[config.mk]
export PLATFORM = sky130hd
export DESIGN_NAME = freq_div_ctrl
export DESIGN_NICKNAME = d
export VERILOG_FILES = /design/src/rtl/freq_div_ctrl.sv
export SDC_FILE = /design/constraint.sdc
export NUM_CORES = 1
export LEC_CHECK = 0
export ABC_AREA = 0
export BUFFER_PORTS_ARGS = -buffer_cell sky130_fd_sc_hd__buf_2
export CORE_UTILIZATION = 59
export DETAILED_ROUTE_END_ITERATION = 7
export GPL_ROUTABILITY_DRIVEN = 0
export PLACE_DENSITY = 0.83
export SKIP_LAST_GASP = 1
export SLEW_MARGIN = 20
export SYNTH_ARGS = -nofsm -noshare
export SYNTH_HDL_FRONTEND = slang
export SYNTH_SLANG_ARGS = --single-unit
export TNS_END_PERCENT = 10
[constraint.sdc]
create_clock -name clk -period 5.25 [get_ports clk]
set_input_delay 0.525 -clock clk [delete_from_list [all_inputs] [get_ports clk]]
set_output_delay 0.525 -clock clk [all_outputs]
set_load 0.05 [all_outputs]
[src/rtl/freq_div_ctrl.sv]
// Programmable 50%-duty clock divider with clean start/stop; tick_cnt counter built only
// when FREQ_DIV_CTRL_TICK_CNT_EN is defined (otherwise the port is tied to 0).
module freq_div_ctrl #(
   parameter int CNT_W        = 16,
   parameter int DEFAULT_HALF = 500
) (
   input  logic             clk,
   input  logic             reset,
   input  logic             cfg_valid,
   input  logic [CNT_W-1:0] cfg_half,
   output logic             cfg_ready,
   input  logic             start,
   input  logic             stop,
   output logic             busy,
   output logic             clk_out,
   output logic             tick,
   output logic [31:0]      tick_cnt
);

   typedef enum logic [1:0] {IDLE, RUN, STOPPING} state_t;

   state_t           state_q;
   logic [CNT_W-1:0] cnt_q;
   logic [CNT_W-1:0] cnt_d;
   logic [CNT_W-1:0] half_q;
   logic [CNT_W-1:0] half_d;
   logic             clk_out_q;
   logic             tick_q;
   logic             busy_q;
   logic             cfg_ready_q;
   logic             boundary;

   // half_q is never 0, so half_q-1 cannot underflow.
   assign boundary = (cnt_q == half_q - CNT_W'(1));
   assign cnt_d    = boundary ? '0 : cnt_q + CNT_W'(1);
   assign half_d   = (cfg_half == '0) ? CNT_W'(1) : cfg_half;

   always_ff @(posedge clk) begin
      if (reset) begin
         state_q     <= IDLE;
         cnt_q       <= '0;
         half_q      <= CNT_W'(DEFAULT_HALF);
         clk_out_q   <= 1'b0;
         tick_q      <= 1'b0;
         busy_q      <= 1'b0;
         cfg_ready_q <= 1'b1;
      end else begin
         tick_q <= 1'b0;
         case (state_q)
            IDLE: begin
               if (cfg_valid) half_q <= half_d;
               if (start) begin
                  state_q     <= RUN;
                  busy_q      <= 1'b1;
                  cfg_ready_q <= 1'b0;
                  cnt_q       <= '0;
                  clk_out_q   <= 1'b0;
               end
            end
            RUN: begin
               cnt_q <= cnt_d;
               if (boundary) begin
                  clk_out_q <= ~clk_out_q;
                  tick_q    <= 1'b1;
               end
               if (stop) state_q <= STOPPING;
            end
            STOPPING: begin
               cnt_q <= cnt_d;
               // Finish the current phase so no output phase is ever shortened.
               if (boundary) begin
                  if (clk_out_q) begin
                     clk_out_q <= 1'b0;
                     tick_q    <= 1'b1;
                  end
                  state_q     <= IDLE;
                  busy_q      <= 1'b0;
                  cfg_ready_q <= 1'b1;
               end
            end
            default: begin
               state_q     <= IDLE;
               busy_q      <= 1'b0;
               cfg_ready_q <= 1'b1;
               clk_out_q   <= 1'b0;
            end
         endcase
      end
   end

`ifdef FREQ_DIV_CTRL_TICK_CNT_EN
   logic [31:0] tick_cnt_q;

   // Rising edges only happen in RUN; STOPPING can only lower clk_out.
   always_ff @(posedge clk) begin
      if (reset) begin
         tick_cnt_q <= '0;
      end else if (state_q == IDLE && start) begin
         tick_cnt_q <= '0;
      end else if (state_q == RUN && boundary && !clk_out_q) begin
         tick_cnt_q <= tick_cnt_q + 32'd1;
      end
   end

   assign tick_cnt = tick_cnt_q;
`else
   assign tick_cnt = '0;
`endif

   assign cfg_ready = cfg_ready_q;
   assign busy      = busy_q;
   assign clk_out   = clk_out_q;
   assign tick      = tick_q;

endmodule

Word level (Yosys, flattened, before mapping):

Cells that the tools add are included.

* register bits after elaboration: 38
* input port bits: 21
* output and inout bits: 36
* word-level logic and storage cells: 47

* add/sub/neg operators: 2
* equality and inequality tests: 7
* mux-type cells: 20
* bitwise operators: 2
* reductions and logical operators: 9

Operators by type and width (number)
* 2-to-1 mux 16 bit: 3
* one-hot mux 16 bit (2 select lines): 1
* adder 16 x 1 -> 16 bit, second input constant: 1
* == test 16 bit: 1
* zero test 16 bit: 1
* subtractor 16 x 1 -> 16 bit, second input constant: 1
* one-hot mux 1 bit (3 select lines): 3
* AND reduction 3 bit: 3
* 2-to-1 mux 1 bit: 8
* != test 2 bit, second input constant: 4
* 2-to-1 mux 2 bit: 3
* one-hot mux 2 bit (3 select lines): 1
* AND reduction 2 bit: 2
* == test 2 x 1 -> 1 bit, second input constant: 1
* == test 2 bit, second input constant: 1
* zero test 2 bit: 1
* NOT 1 bit: 2
* one-hot mux 1 bit (2 select lines): 1
* nonzero test 2 bit: 1
* OR reduction 2 bit: 1

Depth between registers and ports, before layout:

* word-level depth: 4
* depth in mapped cells: 12
* depth with buffers taken out: 10

Worst setup path after synthesis:

No wires, ideal clock.

* path kind: flip-flop to flip-flop
* from: reg half_q[0]
* to: reg state_q[1]
* data arrival time: 3.098 ns
* data required time: 5.147 ns
* setup slack: 2.048 ns
* stages on the path, launching flop included: 12
* path buffers: 1
* cells stage by stage: dfxtp_1 -> inv_1 -> ha_1 -> or4b_1 -> buf_2 -> nor3_2 -> mux2i_1 -> o31ai_1 -> a221o_1 -> or3_1 -> a221o_1 -> a2111oi_2

* word-level cells in the longest chain between the ends: 4

Ends and longest elaborated chain
* from (decl): RTL line 25 `logic [CNT_W-1:0] half_q;`
* from (signal assigned): RTL line 42 `half_q <= CNT_W'(DEFAULT_HALF);`
* from (signal assigned): RTL line 51 `if (cfg_valid) half_q <= half_d;`
* subtractor 16 x 1 -> 16 bit: RTL line 34 `assign boundary = (cnt_q == half_q - CNT_W'(1));`
* == test 16 bit: RTL line 34
* != test 2 bit (no source line)
* AND reduction 3 bit (no source line)
* to (signal assigned): RTL line 40 `state_q <= IDLE;`
* to (signal assigned): RTL line 53 `state_q <= RUN;`
* to (signal assigned): RTL line 66 `if (stop) state_q <= STOPPING;`
* to (decl): RTL line 22 `state_t state_q;`

No other way between the ends.
A chain may end at the register's enable or synchronous reset.

Worst setup path in the final report:

Ends and elaborated chain as after synthesis.

==> reports/results.env <==
CRITICAL-PATH-TOP-CELL-BY-COUNT='a221o_1'
DIEWIDTH_UM=68.5
FMAXACHIEVABLE_GHz=0.286
YOSYS.CELL_COUNT.TOP_TYPE='nand2_1'
TIMING.CRITICAL_PATH.FANOUT_MAX=8
YOSYSTOPAREACELLSHARE_PCT=29.1
WORST_SETUP_PATH_START_KIND='flop'
SYNTH.AVG_CELL_AREA_UM2=7.64
WORSTPATHARRIVAL_NS=3.68
NETLIST.TOP_CELL.BY_AREA='dfxtp_1'
POSTSYNTHCELLCOUNT=342
CTS_ROOT_BUFFER='clkbuf_8'
PERIOD_SHARE_PCT=66.6
CLOCK_LATENCY_NS=0.29
IO_PINS=57
CLOCK_PATH_BUFFERS=2
ENDPOINT_KIND='flop'
MULTIINPUTGATEAREA_UM2=1590
ANTENNADIODECOUNT=0
POWER_FRAC_SEQ_PCT=39.7
DIE_H_UM=68.5
VIA_COUNT_OF_THE_FIRST_GLOBAL_ROUTING_PASS=1963
SYNTH.TOP_CELLS.BY_COUNT='nand2_1 (56), dfxtp_1 (38), buf_4 (32)'
CTS_SINKS=38
FINAL.MIN_CLOCK_PERIOD_NS=3.50
INITIAL_UTILIZATION_PCT=63.5
CRITICAL_PATH_CLASS='flop to flop'
FINAL_AREA_UM2=2670
GRT_PASS1_WL_UM=8860
NUMBER_OF_HOLD_VIOLATIONS_IN_THE_FINAL_REPORT=0
SLEW_HEADROOM_PCT=49.0
VDD_IR_DROP_MAX_mV=0.278
SEQ_AREA_FRAC_SYNTH_PCT=29.1
MAX_CAP_VIOL_COUNT=0
DETAIL-ROUTE-ANTENNA-NETS=0
CTS_HOLD_BUFFERS=0
CTS_HTREE_LEVELS=2
P_INT_uW=554
POWERDENSITY_nW_PER_UM2=370
SWITCHING_SHARE_PCT=43.9
CLOCK_POWER_SHARE_PCT=19.1
SETUP-VIOLATIONS-FINAL=0
YS_SEQ_ELEMENTS=38
SYNTH_AREA_LEADERS='dfxtp_1 (29%), buf_4 (9.2%), nand2_1 (8.0%)'
ASYNCSETRESETFLOPFRACSYNTH_PCT=0
TOTAL_POWER_uW=987
TOTAL_CONGESTION_OVERFLOW_AFTER_GLOBAL_ROUTING=0
DETAIL_ROUTE.WL_PER_CELL_UM=13.4
SLOWEST_STAGE_CELL_ON_THE_CRITICAL_PATH='or4b_1'
WORST-ENDPOINT-REQUIRED_NS=5.43
YS_DOMINANT_REG_CELL='dfxtp_1'
CLK_TRANSITION_REPORTED_PATHS_NS=0.07
POST_CTS_RESIZE_COUNT=0
POST-CTS-SETUP-BUFFERS=0
DIEAREA_UM2=4700
SYNTH_CELL_TYPE_COUNT=61
NETLIST_AREA_UM2=2610
HOLD_CLASS='flop to flop'
DRT_WL_TOTAL_UM=5410
DRT-PASS1-ITER-COUNT=4
TIMING_MAX_TRANSITION_VIOLATIONS_FINAL=0
RSZ0062_AT_GRT='no'
TRITONCTS.NUM_BUFFERS=5
PATH_CELLS='inv_1 > ha_1 > or4b_1 > nor3_2 > mux2i_1 > o31ai_1 > a221o_1 > or3_1 > a221o_1 > a2111oi_2'
SEQUENTIAL_CELL_AREA_UM2=761
CRITPATHMAXSTAGEDELAY_NS=0.60
PLACEMENTROWS=23
ROUTE.DETAILED.DRC=0
SETUP_TNS_NS=0
YOSYSWARNINGS=0
FINALNETCOUNT=379
GRT_MAX_DEGREE=19
RUN_STATUS='finished, final reports clean'
TIMING_WORST_SLEW_PIN_VALUE_NS=0.762
PLACED_CELL_AREA_UM2=2590
LEAKAGE_uW=0.00101
NFILLCELLS=394
FLOW.AREA_GROWTH_FROM_SYNTHESIS_PCT=2.06
COMB_POWER_SHARE_PCT=41.2
GRT.TOTAL_USAGE_PCT=25.6
SYNTH-EDFF-COUNT=0
NETSWITCHINGPOWER_uW=433
ANTENNA_FOUND_INITIAL=0
DETAIL_ROUTE.VIAS_PER_CELL=5.74
TRITONCTS_CLOCK_TREE='done'
VIAS=2315
BUFFER_PORTS.INSERTED=24
FIN_SKEW_NS=0.00667
DETAIL_ROUTE.ITER0.VIOLATIONS=183
DRIVE_GT1_SHARE_PCT=11.0
DETAILEDPLACEMENTHPWL_UM=4080
FLOORPLAN.CORE_AREA_UM2=4120
-- kinds of logic (layout without fill, tap and decap cells) --
group,after synthesis,in the layout,share of synthesized area [%]
AND/OR/NAND/NOR,150,150,29.9
AO/OA/AOI/OAI,65,65,17.8
buffers and inverters,65,45,14.3
flip-flops,38,38,29.1
XOR/XNOR,15,15,5.03
adder cells (fa/ha/maj),5,5,2.40
multiplexers,3,3,1.20
other,1,32,0.144
-- flip-flops by register name, indices dropped and copies added, names as in the netlist --
register   flops
cfg_ready      1
cnt_q         16
busy           1
state_q        2
tick           1
clk_out        1
half_q        16
-- layer usage --
metal	vias to the layer above	global-route usage [%]	share of wire, %
met3	5	5.43	4.7
met5	-	0	0
li1	1185	-	-
met2	58	42.2	46
met4	0	7.81	1.1
met1	1067	33.2	48
-- area by class of cell --
type / count / area share, %
Clock buffer: 7 / 2.86
Inverter: 14 / 1.97
Multi-Input combinational cell: 270 / 59.8
Sequential cell: 38 / 28.5
Tap cell: 50 / 2.35
Timing Repair Buffer: 24 / 4.51
-- through the flow --
stage | instances | util (%) | hold slack (ns) | setup slack, ns
final | 403 | 64.8 | 0.464 | 1.75
after global routing | 403 | 64.8 | 0.465 | 1.52
after CTS | 403 | 64.8 | 0.456 | 1.74
after detailed placement | 396 | 62.9 | 0.454 | 1.77
after global placement | 396 | 62.9 | 0.452 | 1.89
after floorplan | 373 | - | 0.448 | 2.05
-- critical path, delay by kind of cell (launching register included) --
| family | cells | cell delay (ns) |
|---|---|---|
| muxes | 1 | 0.22 |
| buffers and inverters | 1 | 0.07 |
| and+or+nand+nor | 3 | 1.30 |
| AOI/OAI and AO/OA | 4 | 1.20 |
| adders and majority gates | 1 | 0.25 |
| DFF | 1 | 0.36 |
-- final timing paths --
path                                 from    endpoint  slack, ns  depth (start not counted)
worst max register to register  half_q[0]  state_q[1]       1.75                         10
worst min register to register       busy        busy       0.46                          2
worst min-delay path                 busy        busy       0.46                          2
worst max-delay path            half_q[0]  state_q[1]       1.75                         10
-- placed cells by master (no fill, tap or decap), drive strengths merged, types with 3 or more instances in the layout --
cell type and count:
nand3b 3, o21ai 14, xnor2 10, a211o 3, o311ai 10, or4 5
or3 5, or2 4, buf 24, and2 3, o211ai 3, o21bai 3
nor2 16, clkbuf 7, ha 5, and3 4, inv 14, xor2 5
nor3 10, nand3 12, a21oi 14, nand4 15, nand2 56, conb 32
nor4 7, dfxtp 38
-- power groups by stage --
| stage | Combinational, uW | Clock (uW) | Sequential, uW |
|---|---|---|---|
| after CTS | 404 | 192 | 391 |
| after detailed placement | 401 | 0 | 398 |
| after global routing | 450 | 205 | 399 |
| final | 407 | 188 | 392 |
| after floorplan | 356 | 0 | 390 |
| after global placement | 395 | 0 | 394 |
Note: power is estimated with default switching activity, not from simulation.
